`src/rtl/sum3_share_arb.sv`:
```
// Round-robin arbiter that shares one registered three-operand adder among
// NUM_REQ requesters and returns each result tagged with the requester index.
module sum3_share_arb #(
  parameter  int NUM_REQ = 4,
  parameter  int WIDTH   = 8,
  localparam int ID_W    = (NUM_REQ > 1) ? $clog2(NUM_REQ) : 1
) (
  input  logic                     clk,
  input  logic                     rst_n,
  input  logic [NUM_REQ-1:0]       req_valid,
  output logic [NUM_REQ-1:0]       req_ready,
  input  logic [NUM_REQ*WIDTH-1:0] req_a,
  input  logic [NUM_REQ*WIDTH-1:0] req_b,
  input  logic [NUM_REQ*WIDTH-1:0] req_c,
  output logic                     rsp_valid,
  input  logic                     rsp_ready,
  output logic [WIDTH-1:0]         rsp_sum,
  output logic                     rsp_ovf,
  output logic [ID_W-1:0]          rsp_id,
  output logic                     busy
);

  localparam logic [1:0] IDLE = 2'd0;
  localparam logic [1:0] CALC = 2'd1;
  localparam logic [1:0] RESP = 2'd2;

  logic [1:0]         state;
  logic [ID_W-1:0]    rr_ptr;
  logic [WIDTH-1:0]   op_a;
  logic [WIDTH-1:0]   op_b;
  logic [WIDTH-1:0]   op_c;
  logic [ID_W-1:0]    op_id;

  logic [WIDTH-1:0]   a_arr [NUM_REQ];
  logic [WIDTH-1:0]   b_arr [NUM_REQ];
  logic [WIDTH-1:0]   c_arr [NUM_REQ];

  logic               grant_found;
  logic [ID_W-1:0]    grant_idx;
  logic [NUM_REQ-1:0] grant_vec;
  logic [ID_W-1:0]    next_ptr;
  logic [WIDTH+1:0]   full;

  for (genvar i = 0; i < NUM_REQ; i++) begin : g_unpack
    assign a_arr[i] = req_a[i*WIDTH +: WIDTH];
    assign b_arr[i] = req_b[i*WIDTH +: WIDTH];
    assign c_arr[i] = req_c[i*WIDTH +: WIDTH];
  end

  // Search upward from rr_ptr with wrap; the first valid requester wins.
  always_comb begin
    int      pos;
    logic [ID_W-1:0] cand;
    pos         = 0;
    cand        = '0;
    grant_found = 1'b0;
    grant_idx   = '0;
    grant_vec   = '0;
    if (rst_n && state == IDLE) begin
      for (int k = 0; k < NUM_REQ; k++) begin
        pos = int'(rr_ptr) + k;
        if (pos >= NUM_REQ) pos = pos - NUM_REQ;
        cand = ID_W'(pos);
        if (!grant_found && req_valid[cand]) begin
          grant_found     = 1'b1;
          grant_idx       = cand;
          grant_vec[cand] = 1'b1;
        end
      end
    end
  end

  assign req_ready = grant_vec;
  assign next_ptr  = (int'(grant_idx) == NUM_REQ - 1) ? '0 : grant_idx + ID_W'(1);
  assign full      = {2'b00, op_a} + {2'b00, op_b} + {2'b00, op_c};

  always_ff @(posedge clk) begin
    if (!rst_n) begin
      state     <= IDLE;
      rr_ptr    <= '0;
      op_a      <= '0;
      op_b      <= '0;
      op_c      <= '0;
      op_id     <= '0;
      rsp_valid <= 1'b0;
      rsp_sum   <= '0;
      rsp_ovf   <= 1'b0;
      rsp_id    <= '0;
      busy      <= 1'b0;
    end else begin
      case (state)
        IDLE: begin
          if (grant_found) begin
            op_a   <= a_arr[grant_idx];
            op_b   <= b_arr[grant_idx];
            op_c   <= c_arr[grant_idx];
            op_id  <= grant_idx;
            rr_ptr <= next_ptr;
            state  <= CALC;
            busy   <= 1'b1;
          end
        end
        CALC: begin
          rsp_sum   <= full[WIDTH-1:0];
          rsp_ovf   <= |full[WIDTH+1:WIDTH];
          rsp_id    <= op_id;
          rsp_valid <= 1'b1;
          state     <= RESP;
        end
        RESP: begin
          // Result fields stay put after the handshake; only valid drops.
          if (rsp_ready) begin
            rsp_valid <= 1'b0;
            state     <= IDLE;
            busy      <= 1'b0;
          end
        end
        default: begin
          rsp_valid <= 1'b0;
          state     <= IDLE;
          busy      <= 1'b0;
        end
      endcase
    end
  end

endmodule

```
`config.mk`:
```
export PLATFORM = sky130hd
export DESIGN_NAME = sum3_share_arb
export DESIGN_NICKNAME = d
export VERILOG_FILES = /design/src/rtl/sum3_share_arb.sv
export SDC_FILE = /design/constraint.sdc
export NUM_CORES = 1
export LEC_CHECK = 0
export ABC_AREA = 1
export CORE_MARGIN = 2
export CORE_UTILIZATION = 52
export CTS_BUF_LIST = sky130_fd_sc_hd__clkbuf_4 sky130_fd_sc_hd__clkbuf_8 sky130_fd_sc_hd__clkbuf_16
export DETAILED_ROUTE_END_ITERATION = 7
export GPL_TIMING_DRIVEN = 0
export HOLD_SLACK_MARGIN = 0.02
export PLACE_DENSITY = 0.95
export SETUP_SLACK_MARGIN = 0.5
export SYNTH_ARGS = -nofsm -noshare
export SYNTH_HDL_FRONTEND = slang
export SYNTH_SLANG_ARGS = --single-unit
```
`constraint.sdc`:
```
create_clock -name clk -period 5.7 [get_ports clk]
set_input_delay 1.14 -clock clk [delete_from_list [all_inputs] [get_ports clk]]
set_output_delay 1.14 -clock clk [all_outputs]
set_load 0.005 [all_outputs]
```
==> flow_metrics.env, run 1 <==
export IMPL_vias_per_cell=5.27
export IMPL_status="complete, no violations"
export IMPL_drt_iter0_markers=336
export IMPL_clock_root_buffer="clkbuf_8"
export IMPL_syn_nets=767
export IMPL_hold_viol_final=0
export IMPL_cts_resized_gates=0
export IMPL_ys_seq_elements=43
export IMPL_p_leak_nw=2.88
export IMPL_rows=31
export IMPL_dp_hpwl_um=9910
export IMPL_clock_skew_ns=0.00682
export IMPL_holdWs_ns=0.469
export IMPL_synth_top_family_by_area="simple AND/OR/NAND/NOR gates"
export IMPL_coreArea_sq_um=7290
export IMPL_hold_depth=2
export IMPL_crit_required_ns=4.56
export IMPL_cts_tree="yes"
export IMPL_worst_pin_slew_ns=0.558
export IMPL_powerDensity_nw_per_um2=384
export IMPL_async_reset_ff_share_pct=0
export IMPL_path_class="in -> out"
export IMPL_synth_top_area_share_pct=21.8
export IMPL_drt_wl_total_um=12200
export IMPL_r2r_slack_ns=2.84
export IMPL_synth_distinct_cells=34
export IMPL_swShare_pct=49.5
export IMPL_synth_simple_area_share_pct=40.7
export IMPL_clk_path_buf_depth=2
export IMPL_portBuffers=119
export IMPL_hp_class="reg -> reg"
export IMPL_met1_length_um=4880
export IMPL_synth_top_area_cell="dfxtp_1"
export IMPL_die_w_um=91.1
export IMPL_cp_arrival_ns=3.38
export IMPL_grt_max_degree=14
export IMPL_routedWlPerCell_um=14.1
export IMPL_holdBufCountCts=0
export IMPL_first_global_vias=4557
export IMPL_post_place_ws_ns=1.23
export IMPL_highest_layer="met4"
export IMPL_drv_slew=0
export IMPL_p_sw_w=0.00102
export IMPL_syn_inst=639
export IMPL_worst_ir_drop_vdd_mv=0.205
export IMPL_wl_met3_um=838
export IMPL_cp_max_fo=10
export IMPL_p_int_w=0.00104
export IMPL_min_period_over_period_pct=79.3
export IMPL_reg2reg_from="rr_ptr[1]"
export IMPL_area_growth_syn_to_layout_pct=35.6
export IMPL_muxShareOfSynthArea_pct=0
export IMPL_max_slew_margin_pct=62.8
export IMPL_h_tree_depth=2
export IMPL_pwr_share_comb_pct=67.8
export IMPL_clock_latency_ns=0.30
export IMPL_cap_violations=0
export IMPL_hold_path_end="op_id[1]"
export IMPL_rr_endpoint="rr_ptr[1]"
export IMPL_num_io_pins=120
export IMPL_ys_top_cells_by_count="inv_1 (153), nand2_1 (114), nand3_1 (80)"
export IMPL_antenna_found_initial=0
export IMPL_ant_nets=0
export IMPL_synth_edf_count=0
export IMPL_pwr_share_seq_pct=22.7
export IMPL_fmax_mhz=221
export IMPL_finalWeightedCongestion=0.992
export IMPL_ys_top_cells_by_area="dfxtp_1 (22%), inv_1 (15%), nand2_1 (11%)"
export IMPL_dr_pass1_iters=7
export IMPL_initial_utilization_pct=54.1
export IMPL_grt_overflow=0
export IMPL_period_needed_ns=4.52
export IMPL_rsz0062_at_grt="false"
export IMPL_end_kind="output pin"
export IMPL_cp_start_kind="primary input"
export IMPL_syn_cell_area_sq_um=3950
export IMPL_fill_cells=632
export IMPL_syn_avg_cell_area_sq_um=6.18
export IMPL_pwr_share_clk_pct=9.6
export IMPL_drive_above_1_share_pct=7.57
export IMPL_fp_dieArea_sq_um=8300
export IMPL_grt_pass1_wl_um=20300
export IMPL_yosys_area_share_adder_pct=9.64
export IMPL_n_antenna_cell=0
export IMPL_min_from="op_id[1]"
export IMPL_die_h_um=91.1
export IMPL_synth_xor_xnor_area_share_pct=0.887
export IMPL_dr_total_vias=4562
export IMPL_num_nets_final=893
export IMPL_fin_setup_tns_ns=0
export IMPL_cts_clk_slew_worst_paths_ns=0.08
export IMPL_setup_slack_ns=1.18
export IMPL_finalSetupViolCount=0
export IMPL_cts_sinks=43
export IMPL_cts_made_buffers=5
export IMPL_yosysMostFrequentCell="inv_1"
export IMPL_track_usage_pct=29.9
export IMPL_timing_critical_path_from="rst_n"
export IMPL_synth_flop_cell="dfxtp_1"
export IMPL_ys_seq_area_share_pct=21.8
export IMPL_synth_compound_area_share_pct=6.02
export IMPL_met2_wirelength_um=6140
export IMPL_post_cts_buffers=0
export IMPL_r2r_cells=14
export IMPL_synth_warnings=0
export IMPL_drc=0
## critical path: stages
cell and delay [ns]:
clkdlybuf4s50_1 0.50, inv_1 0.13, nor3_4 0.42, clkbuf_1 0.50, nand2_1 0.11, inv_1 0.08
clkdlybuf4s50_1 0.50
## worst max-delay path by stage
| stage | slack (ns) | to | cells after the start |
|---|---|---|---|
| CTS | 1.21 | req_ready[2] | 7 |
| floorplan | 2.61 | req_ready[0] | 5 |
| global placement | 1.29 | req_ready[3] | 7 |
| global route | 1.01 | req_ready[2] | 7 |
| detailed placement | 1.23 | req_ready[2] | 7 |
| finish | 1.18 | req_ready[2] | 7 |
## power groups by stage
stage	combinational, W	sequential, W	clock [W]
after global routing	0.00153	0.000479	0.000212
after floorplan	0.000949	0.000459	0
after global placement	0.00131	0.000467	0
after detailed placement	0.00136	0.000473	0
after CTS	0.00137	0.000466	0.000200
final	0.00139	0.000466	0.000197
## layer usage
| layer | global-route usage, % | up-vias |
|---|---|---|
| li1 | - | 2234 |
| met5 | 0 | - |
| met4 | 10.5 | 0 |
| met3 | 4.65 | 37 |
| met2 | 55.5 | 224 |
| met1 | 34.4 | 2067 |
## layout by cell type (no fill, tap or decap), types with 2 or more instances in the layout
| cell type | count |
|---|---|
| buf_6 | 9 |
| ha_1 | 16 |
| a21oi_1 | 17 |
| o21ai_0 | 15 |
| o22ai_1 | 4 |
| nand3_2 | 6 |
| buf_2 | 10 |
| xor2_1 | 4 |
| nand3_1 | 80 |
| nand2_4 | 4 |
| clkdlybuf4s50_1 | 119 |
| clkbuf_1 | 11 |
| inv_6 | 2 |
| clkbuf_8 | 5 |
| inv_1 | 153 |
| dfxtp_1 | 43 |
| inv_2 | 2 |
| nand4_1 | 50 |
| nand2_2 | 8 |
| buf_4 | 4 |
| nand2_1 | 114 |
| nor2_1 | 65 |
| fa_1 | 9 |
## sequential cells by signal, summed over array words and instances, names as in the netlist
register	cells
rsp_sum	8
op_c	8
rsp_ovf	1
busy	1
state	2
op_a	8
rsp_valid	1
op_id	2
rsp_id	2
rr_ptr	2
op_b	8
## through the flow
step,instances,instance area [sq um],util [%],total power [W]
3_5_place_dp,857,5260,72.2,0.00183
6_report,865,5350,73.4,0.00206
5_1_grt,865,5350,73.4,0.00222
3_3_place_gp,857,5260,72.2,0.00177
4_1_cts,865,5350,73.4,0.00203
2_1_floorplan,639,3950,-,0.00141
## final cells by class
type,instances,area (sq um),area share (%)
clock buffers,6,76.3,1.43
flip-flops and latches,43,861,16.1
multi-input cells,404,2260,42.2
repair buffers,119,1190,22.3
plain buffers,35,226,4.23
inverters,157,599,11.2
well taps,99,124,2.31
clock inverters,2,12.5,0.234
## cell families after synthesis
group                    count (synthesis)
flip-flops                              43
adder cells (fa/ha/maj)                 25
AO/OA/AOI/OAI                           42
buffers and inverters                  192
AND/OR/NAND/NOR                        333
XOR/XNOR                                 4
No activity file was read; power rests on OpenSTA's default activity.
==> run 2, diff against run 1 <==
--- a/config.mk
+++ b/config.mk
@@ -7,12 +7,12 @@
 export LEC_CHECK = 0
 export ABC_AREA = 1
 export CORE_MARGIN = 2
-export CORE_UTILIZATION = 52
+export CORE_UTILIZATION = 44
 export CTS_BUF_LIST = sky130_fd_sc_hd__clkbuf_4 sky130_fd_sc_hd__clkbuf_8 sky130_fd_sc_hd__clkbuf_16
 export DETAILED_ROUTE_END_ITERATION = 7
 export GPL_TIMING_DRIVEN = 0
 export HOLD_SLACK_MARGIN = 0.02
-export PLACE_DENSITY = 0.95
+export PLACE_DENSITY = 0.88
 export SETUP_SLACK_MARGIN = 0.5
 export SYNTH_ARGS = -nofsm -noshare
 export SYNTH_HDL_FRONTEND = slang
==> constraint.sdc (replaced) <==
create_clock -name clk -period 4.1 [get_ports clk]
set_input_delay 0.82 -clock clk [delete_from_list [all_inputs] [get_ports clk]]
set_output_delay 0.82 -clock clk [all_outputs]
set_load 0.005 [all_outputs]
==> run 2 against run 1 <==
Compared with the run above: die area is 17% higher; register-to-register slack worse by 1.5 ns; critical path depth is 6 higher; largest cell class unchanged; power is 40% higher; via count is 0.53% lower; critical endpoint is now req_ready[0].
==> flow_metrics.env, run 2 (synthesis gave the netlist of run 1 again) <==
export IMPL_h_tree_depth=2
export IMPL_p_leak_nw=2.97
export IMPL_rr_endpoint="rr_ptr[1]"
export IMPL_drc=0
export IMPL_dr_pass1_iters=5
export IMPL_drt_iter0_markers=349
export IMPL_clk_path_buf_depth=2
export IMPL_rsz0062_at_grt="true"
export IMPL_finalWeightedCongestion=0.909
export IMPL_track_usage_pct=24.4
export IMPL_hold_viol_final=0
export IMPL_hold_path_end="op_id[0]"
export IMPL_holdWs_ns=0.478
export IMPL_clock_latency_ns=0.29
export IMPL_drt_wl_total_um=12100
export IMPL_finalSetupViolCount=0
export IMPL_dr_total_vias=4538
export IMPL_r2r_slack_ns=1.33
export IMPL_final_util_pct=62.3
export IMPL_grt_pass1_wl_um=19500
export IMPL_mostFrequentLayoutCells="inv_1 (153), nand2_1 (114), clkdlybuf4s50_1 (114)"
export IMPL_drive_above_1_share_pct=8.72
export IMPL_cts_made_buffers=5
export IMPL_fin_setup_tns_ns=0
export IMPL_grt_overflow=0
export IMPL_n_antenna_cell=0
export IMPL_layout_commonest_cell="inv_1"
export IMPL_cp_max_fo=8
export IMPL_initial_utilization_pct=45.3
export IMPL_coreArea_sq_um=8720
export IMPL_cp_cell_sequence="clkdlybuf4s50_1, nand2_1, nand2_2, nand2_2, nand2_4, inv_8, nand2_2, nor2_4, nand3_1, nand2_1, nand2_1, inv_1, clkdlybuf4s50_1"
export IMPL_num_nets_final=897
export IMPL_hold_depth=2
export IMPL_first_global_vias=4324
export IMPL_period_needed_ns=3.54
export IMPL_min_from="op_id[0]"
export IMPL_rows=34
export IMPL_die_w_um=98.7
export IMPL_area_growth_syn_to_layout_pct=37.6
export IMPL_clock_skew_ns=0.00675
export IMPL_cp_arrival_ns=2.72
export IMPL_post_place_ws_ns=0.274
export IMPL_cts_clk_slew_worst_paths_ns=0.07
export IMPL_routedWlPerCell_um=13.8
export IMPL_cts_sinks=43
export IMPL_setup_slack_ns=0.556
export IMPL_worst_pin_slew_ns=0.510
export IMPL_hp_class="reg -> reg"
export IMPL_crit_required_ns=3.28
export IMPL_fin_area_sq_um=5430
export IMPL_grt_max_degree=12
export IMPL_placed_area_sq_um=5270
export IMPL_r2r_cells=15
export IMPL_vias_per_cell=5.18
export IMPL_slowest_stage="clkdlybuf4s50_1"
export IMPL_portBuffers=119
export IMPL_holdBufCountCts=0
export IMPL_dp_hpwl_um=9830
export IMPL_drv_slew=0
export IMPL_die_h_um=98.7
export IMPL_reg2reg_from="rr_ptr[0]"
export IMPL_fmax_mhz=282
export IMPL_clock_root_buffer="clkbuf_8"
export IMPL_path_class="in -> out"
export IMPL_antenna_found_initial=0
export IMPL_status="complete, no violations"
export IMPL_min_period_over_period_pct=86.4
export IMPL_ant_nets=0
export IMPL_max_slew_margin_pct=65.9
export IMPL_worst_ir_drop_vdd_mv=0.241
export IMPL_cp_start_kind="primary input"
export IMPL_slowest_delay_ns=0.50
export IMPL_powerDensity_nw_per_um2=528
export IMPL_end_kind="output pin"
export IMPL_cts_tree="yes"
export IMPL_cap_violations=0
export IMPL_fp_dieArea_sq_um=9750
export IMPL_num_io_pins=120
export IMPL_fill_cells=787
-- run 2: cell types whose count changed in the layout (fill, tap and decap cells not counted), moves of 2 or more --
| cell | delta |
|---|---|
| dfxtp_2 | +2 |
| o22ai_2 | +4 |
| buf_4 | +4 |
| clkdlybuf4s50_1 | -5 |
| dlymetal6s2s_1 | +5 |
| dfxtp_1 | -2 |
| o22ai_1 | -4 |
-- run 2: layer usage --
| metal | global-route usage, % | part of all wire [%] | up-vias |
|---|---|---|---|
| li1 | - | - | 2243 |
| met1 | 30.5 | 42 | 2030 |
| met2 | 42.4 | 47 | 235 |
| met3 | 4.40 | 7.5 | 30 |
| met4 | 8.22 | 2.9 | 0 |
| met5 | 0 | 0 | - |
-- run 2: critical path: cells and delay by family --
family                 cells  cell delay [ns]
and+or+nand+nor            9             0.82
buffers and inverters      4             1.08
-- run 2: worst max-delay path by stage --
| stage | startpoint | endpoint |
|---|---|---|
| global placement | rst_n | req_ready[1] |
| floorplan | rr_ptr[0] | req_ready[0] |
| finish | req_valid[1] | req_ready[0] |
| detailed placement | rst_n | req_ready[3] |
| CTS | req_valid[3] | req_ready[0] |
| global route | req_valid[1] | req_ready[1] |
-- run 2: timing repair --
action,CTS,global route
resized for setup,2,12
pin swaps,1,5
setup endpoints to repair,4,4
buffers inserted,1,3
-- run 2: layout make-up --
| class | count | area (sq um) | share of cell area [%] |
|---|---|---|---|
| Inverter | 157 | 602 | 11.1 |
| Timing Repair Buffer | 123 | 1230 | 22.7 |
| Tap cell | 108 | 135 | 2.49 |
| Sequential cell | 43 | 863 | 15.9 |
| Clock buffer | 6 | 76.3 | 1.41 |
| Multi-Input combinational cell | 404 | 2290 | 42.2 |
| Buffer | 35 | 228 | 4.19 |
-- run 2: stage by stage --
stage,power [W],std cells
after floorplan,0.00196,639
after global placement,0.00247,866
after detailed placement,0.00253,866
after CTS,0.00279,873
after global routing,0.00311,876
final,0.00287,876
-- run 2: report_power, final --
group | internal (W) | switching (W) | leakage [nW]
clock network | 0.000120 | 0.000135 | 0.0406
logic | 0.000797 | 0.00116 | 2.57
registers | 0.000549 | 0.000104 | 0.356
